## config.mk

```make
export PLATFORM = sky130hd
export DESIGN_NAME = gmii_tx_framer
export DESIGN_NICKNAME = d
export VERILOG_FILES = /design/src/rtl/gmii_tx_framer.sv
export SDC_FILE = /design/constraint.sdc
export NUM_CORES = 1
export LEC_CHECK = 0
export BUFFER_PORTS_ARGS = -buffer_cell sky130_fd_sc_hd__buf_2
export CAP_MARGIN = 20
export CORE_ASPECT_RATIO = 0.6
export CORE_UTILIZATION = 45
export CTS_BUF_LIST = sky130_fd_sc_hd__clkbuf_4
export DETAILED_ROUTE_END_ITERATION = 8
export PLACE_DENSITY = 0.68
export RECOVER_POWER = 50
export SYNTH_ARGS = -nofsm -noshare
export SYNTH_HDL_FRONTEND = slang
export SYNTH_SLANG_ARGS = --single-unit
```

## constraint.sdc

```tcl
create_clock -name gmii_txc -period 5.46 [get_ports gmii_txc]
set_clock_uncertainty 0.2 [all_clocks]
set_input_delay 0.819 -clock gmii_txc [delete_from_list [all_inputs] [get_ports gmii_txc]]
set_output_delay 0.819 -clock gmii_txc [all_outputs]
set_load 0.01 [all_outputs]
```

## src/rtl/gmii_tx_framer.sv

```systemverilog
// GMII transmit framer: AXI-Stream frame bytes in, preamble/SFD + data + pad + FCS out,
// followed by a programmable inter-frame gap. Single gmii_txc domain.
module gmii_tx_framer #(
  parameter int unsigned MIN_FRAME = 60,
  parameter int unsigned IFG_BYTES = 12,
  parameter int unsigned PRE_LEN   = 7
) (
  input  logic       gmii_txc,
  input  logic       rst,
  input  logic [7:0] s_axis_tdata,
  input  logic       s_axis_tvalid,
  output logic       s_axis_tready,
  input  logic       s_axis_tlast,
  input  logic       s_axis_tuser,
  output logic       gmii_tx_en,
  output logic       gmii_tx_er,
  output logic [7:0] gmii_td,
  output logic       tx_busy,
  output logic       underflow
);

  localparam int unsigned CNT_W = 16;
  localparam int unsigned PRE_W = 4;
  localparam int unsigned IFG_W = 8;
  localparam int unsigned CRC_W = 32;

  localparam logic [CNT_W-1:0] MIN_CNT  = CNT_W'(MIN_FRAME);
  localparam logic [PRE_W-1:0] PRE_LAST = PRE_W'(PRE_LEN);
  localparam logic [IFG_W-1:0] IFG_LAST = IFG_W'(IFG_BYTES - 1);
  localparam logic [CRC_W-1:0] CRC_INIT = 32'hFFFF_FFFF;

  typedef enum logic [2:0] {
    S_IDLE,
    S_PRE,
    S_DATA,
    S_DRAIN,
    S_PAD,
    S_FCS,
    S_IFG
  } state_t;

  state_t           state_q, state_d;
  logic             tx_en_q, tx_en_d;
  logic             tx_er_q, tx_er_d;
  logic [7:0]       td_q, td_d;
  logic             busy_q, busy_d;
  logic             underflow_q, underflow_d;
  logic [CRC_W-1:0] crc_q, crc_d;
  logic [CNT_W-1:0] cnt_q, cnt_d;
  logic [PRE_W-1:0] pre_q, pre_d;
  logic [IFG_W-1:0] ifg_q, ifg_d;
  logic [1:0]       fcs_q, fcs_d;

  logic [CNT_W-1:0] cnt_inc;
  logic [CRC_W-1:0] fcs_word;

  // Reflected CRC-32 advanced by one byte, LSB first.
  function automatic logic [CRC_W-1:0] crc_byte(input logic [CRC_W-1:0] crc,
                                                input logic [7:0] data);
    logic [CRC_W-1:0] c;
    c = crc ^ {24'h000000, data};
    for (int i = 0; i < 8; i++) begin
      c = c[0] ? ((c >> 1) ^ 32'hEDB8_8320) : (c >> 1);
    end
    return c;
  endfunction

  assign cnt_inc  = (cnt_q < MIN_CNT) ? cnt_q + CNT_W'(1) : cnt_q;
  assign fcs_word = ~crc_q >> {fcs_q, 3'b000};

  assign s_axis_tready = (state_q == S_DATA) || (state_q == S_DRAIN);

  assign gmii_tx_en = tx_en_q;
  assign gmii_tx_er = tx_er_q;
  assign gmii_td    = td_q;
  assign tx_busy    = busy_q;
  assign underflow  = underflow_q;

  // Each state decides the byte presented on the next edge.
  always_comb begin
    state_d     = state_q;
    tx_en_d     = 1'b0;
    tx_er_d     = 1'b0;
    td_d        = 8'h00;
    underflow_d = 1'b0;
    crc_d       = crc_q;
    cnt_d       = cnt_q;
    pre_d       = pre_q;
    ifg_d       = ifg_q;
    fcs_d       = fcs_q;

    case (state_q)
      S_IDLE: begin
        if (s_axis_tvalid) begin
          state_d = S_PRE;
          tx_en_d = 1'b1;
          td_d    = 8'h55;
          pre_d   = PRE_W'(1);
        end
      end

      S_PRE: begin
        tx_en_d = 1'b1;
        if (pre_q == PRE_LAST) begin
          td_d    = 8'hD5;
          crc_d   = CRC_INIT;
          cnt_d   = '0;
          state_d = S_DATA;
        end else begin
          td_d  = 8'h55;
          pre_d = pre_q + PRE_W'(1);
        end
      end

      S_DATA: begin
        tx_en_d = 1'b1;
        if (s_axis_tvalid) begin
          td_d    = s_axis_tdata;
          tx_er_d = s_axis_tuser;
          crc_d   = crc_byte(crc_q, s_axis_tdata);
          cnt_d   = cnt_inc;
          if (s_axis_tlast) begin
            fcs_d   = 2'd0;
            state_d = (cnt_inc < MIN_CNT) ? S_PAD : S_FCS;
          end
        end else begin
          // Starved mid-frame: mark the wire with one error byte and abandon the frame.
          tx_er_d     = 1'b1;
          underflow_d = 1'b1;
          state_d     = S_DRAIN;
        end
      end

      S_DRAIN: begin
        if (s_axis_tvalid && s_axis_tlast) begin
          ifg_d   = '0;
          state_d = S_IFG;
        end
      end

      S_PAD: begin
        tx_en_d = 1'b1;
        crc_d   = crc_byte(crc_q, 8'h00);
        cnt_d   = cnt_inc;
        if (cnt_inc == MIN_CNT) begin
          fcs_d   = 2'd0;
          state_d = S_FCS;
        end
      end

      S_FCS: begin
        tx_en_d = 1'b1;
        td_d    = fcs_word[7:0];
        fcs_d   = fcs_q + 2'd1;
        if (fcs_q == 2'd3) begin
          ifg_d   = '0;
          state_d = S_IFG;
        end
      end

      S_IFG: begin
        if (ifg_q == IFG_LAST) begin
          ifg_d   = '0;
          state_d = S_IDLE;
        end else begin
          ifg_d = ifg_q + IFG_W'(1);
        end
      end

      default: begin
        state_d = S_IDLE;
      end
    endcase

    busy_d = (state_d != S_IDLE);
  end

  always_ff @(posedge gmii_txc) begin
    if (rst) begin
      state_q     <= S_IDLE;
      tx_en_q     <= 1'b0;
      tx_er_q     <= 1'b0;
      td_q        <= 8'h00;
      busy_q      <= 1'b0;
      underflow_q <= 1'b0;
      crc_q       <= CRC_INIT;
      cnt_q       <= '0;
      pre_q       <= '0;
      ifg_q       <= '0;
      fcs_q       <= 2'd0;
    end else begin
      state_q     <= state_d;
      tx_en_q     <= tx_en_d;
      tx_er_q     <= tx_er_d;
      td_q        <= td_d;
      busy_q      <= busy_d;
      underflow_q <= underflow_d;
      crc_q       <= crc_d;
      cnt_q       <= cnt_d;
      pre_q       <= pre_d;
      ifg_q       <= ifg_d;
      fcs_q       <= fcs_d;
    end
  end

endmodule

```

==> reports/qor.yml <==
fillers: 1013
syn_avg_cell_area_um2: 9.41
syn-cell-area_mm2: 0.00509
drv_slew: 0
min-delay-start: "cnt_q[13]$_SDFFE_PP0P_"
die_area_mm2: 0.0118
postCtsSetupRepairBufs: 0
first_global_vias: 3911
drive_gt1_frac: 0.120
port_buffers: 25
viasPerCell: 6.16
period_needed_ps: 3310
reg2reg_from: "state_q[0]$_SDFF_PP0_"
grt_pass1_wl_mm: 22.9
hpwlAfterDp_mm: 10.2
path_delay_family: "simple AND/OR/NAND/NOR gates"
outcome: "completed"
setup.worst_path.class: "reg -> reg"
synth-seq-area-share: 0.303
total_leakage_power_nw: 1.90
hold_class: "reg -> reg"
setup_viol: 0
cts_tree: "built"
wl_per_cell_um: 21.0
fin_area_mm2: 0.00531
ir_drop_v: 0.000106
htreeDepth: 3
cts_sinks: 77
rsz0062_at_grt: "false"
cp_max_fo: 26
drtIter0Drc: 500
period_share: 0.606
cp-start-kind: "flop"
hold_buffers: 0
post-place-ws_ps: 2090
worst_slack_ps: 2150
hold-path-cell-count: 1
yosysTopAreaCell: "dfxtp_1"
synthTopCellsByArea: "dfxtp_1 30%, xnor2_1 13%, xor2_1 5.5%"
clkTransAtPathRegs_ps: 140
drt_wl_total_mm: 14.4
ant_nets: 0
worst_pin_slew_ps: 1050
setup_tns_ps: 0
crit_arrival_ps: 3470
drtPass1Iterations: 5
cpPeakStageDelay_ps: 810
die_h_um: 84.4
crit_buf_inv: 0
synth-warning-count: 0
slew_headroom: 0.300
worstPathRequired_ps: 5620
yosysTopAreaCellShare: 0.303
grt_max_degree: 34
rr_worst_depth: 5
antenna_found_initial: 1
end_kind: "flop"
hold_end: "cnt_q[13]$_SDFFE_PP0P_"
place_congestion: 0.928
rows: 29
fin_nets: 561
drc_errors: 0
area_delta_synth_final_pct: 4.32
hold_violations: 0
initial_core_util: 0.473
yosys_most_used_dff: "dfxtp_1"
grt.overflow.total: 0
synth-edff-count: 0
clk_latency_ps: 450
fp.coreArea_mm2: 0.0108
worstPathCellList: "or4b_2, nand2_1, o21ai_0, a32oi_1, nor2_1"
ios: 26
p_total_mw: 1.07
synthesis.nets: 558
grt_usage: 0.257
max_freq_mhz: 302
ctsResizeCount: 0
ys_types: 66
place_area_mm2: 0.00522
dieWidth_um: 139
synthArstFlopShare: 0
mostFrequentLayoutCell: "dfxtp_1"
cts-buffers-inserted: 9
postSynthCellCount: 541
final_cell_mix: "77 x dfxtp_1, 75 x xnor2_1, 63 x nor2_1"
ys_seq_elements: 77
cts-root-buf: "clkbuf_4"
detailroute.via_count: 4246
reg2reg_to: "cnt_q[1]$_SDFFE_PP0P_"
rrSetupSlack_ps: 2150
cts_buffer_depth: 2
max_cap_viol_count: 0
critPathSlowestCell: "dfxtp_1"
power_density_mw_per_mm2: 201
-- how the worst max path moves through the flow --
stage                                  end  cells past startpoint                   from
finish               cnt_q[1]$_SDFFE_PP0P_                      5  state_q[0]$_SDFF_PP0_
global route         cnt_q[1]$_SDFFE_PP0P_                      5  state_q[0]$_SDFF_PP0_
CTS                  cnt_q[1]$_SDFFE_PP0P_                      5  state_q[0]$_SDFF_PP0_
detailed placement   cnt_q[1]$_SDFFE_PP0P_                      7          s_axis_tvalid
global placement    crc_q[20]$_SDFFE_PP1P_                      7        s_axis_tdata[0]
floorplan           crc_q[20]$_SDFFE_PP1P_                      7        s_axis_tdata[0]
-- area by class of cell --
cell class,instances,area [um2],share of cell area
Multi-Input combinational cell,423,3310,0.624
Antenna cell,1,2.50,0.000471
Inverter,2,7.51,0.00141
Clock buffer,11,82.6,0.0155
Sequential cell,77,1540,0.290
Tap cell,139,174,0.0327
Clock inverter,5,35.0,0.00659
Timing Repair Buffer,31,155,0.0292
-- cell usage after synthesis, types with 3 or more instances --
| library cell | n |
|---|---|
| a211o_1 | 9 |
| dfxtp_1 | 77 |
| nand3_1 | 4 |
| a221oi_1 | 18 |
| ha_1 | 4 |
| xor3_1 | 3 |
| o21bai_1 | 20 |
| a311oi_1 | 3 |
| a211oi_1 | 9 |
| o21ai_0 | 12 |
| nand2b_1 | 12 |
| nor3_1 | 13 |
| xnor2_1 | 75 |
| clkbuf_1 | 24 |
| a31oi_1 | 6 |
| mux2i_1 | 3 |
| a21oi_1 | 16 |
| mux4_2 | 8 |
| nor2b_1 | 3 |
| xnor2_2 | 5 |
| nor2_1 | 63 |
| a2111oi_0 | 6 |
| and2_1 | 13 |
| nand4_1 | 5 |
| nand2_1 | 19 |
| xnor3_1 | 4 |
| xor2_1 | 32 |
| buf_6 | 4 |
| xor2_2 | 3 |
| buf_2 | 4 |
| or3_1 | 3 |
| o22ai_1 | 7 |
| buf_4 | 3 |
-- power breakdown --
part / total [mW] / internal (mW) / switching [mW] / leakage (nW)
Sequential: 0.573 / 0.567 / 0.00608 / 0.624
Combinational: 0.162 / 0.0723 / 0.0895 / 1.21
Clock: 0.332 / 0.105 / 0.227 / 0.0672
Total: 1.07 / 0.745 / 0.322 / 1.90
-- flip-flops by register name, summed over array words and instances, names as in the netlist --
name	count
crc_q	32
cnt_q	16
gmii_td	8
ifg_q	8
pre_q	4
state_q	3
fcs_q	2
gmii_tx_en	1
gmii_tx_er	1
tx_busy	1
underflow	1
-- routing by layer --
| metal | global-route usage | wire length, um |
|---|---|---|
| met5 | 0 | 0 |
| met2 | 0.344 | 5630 |
| met4 | 0.0596 | 201 |
| met3 | 0.0764 | 1620 |
| met1 | 0.393 | 7000 |
-- per-stage QoR --
| step | hold slack [ps] | util | instances |
|---|---|---|---|
| 6_report | 280 | 0.493 | 689 |
| 5_1_grt | 294 | 0.493 | 689 |
| 4_1_cts | 282 | 0.496 | 688 |
| 3_5_place_dp | 249 | 0.485 | 672 |
| 3_3_place_gp | 244 | 0.485 | 672 |
| 2_1_floorplan | 231 | - | 541 |
-- cell families after synthesis --
logic type | count (synthesis) | synth area share
mux | 11 | 0.0413
simple gates | 155 | 0.155
flops | 77 | 0.303
xor+xnor | 126 | 0.263
compound gates | 127 | 0.185
buf+inv | 41 | 0.0435
fa+ha+maj | 4 | 0.00983
(Power assumes the default switching activity.)
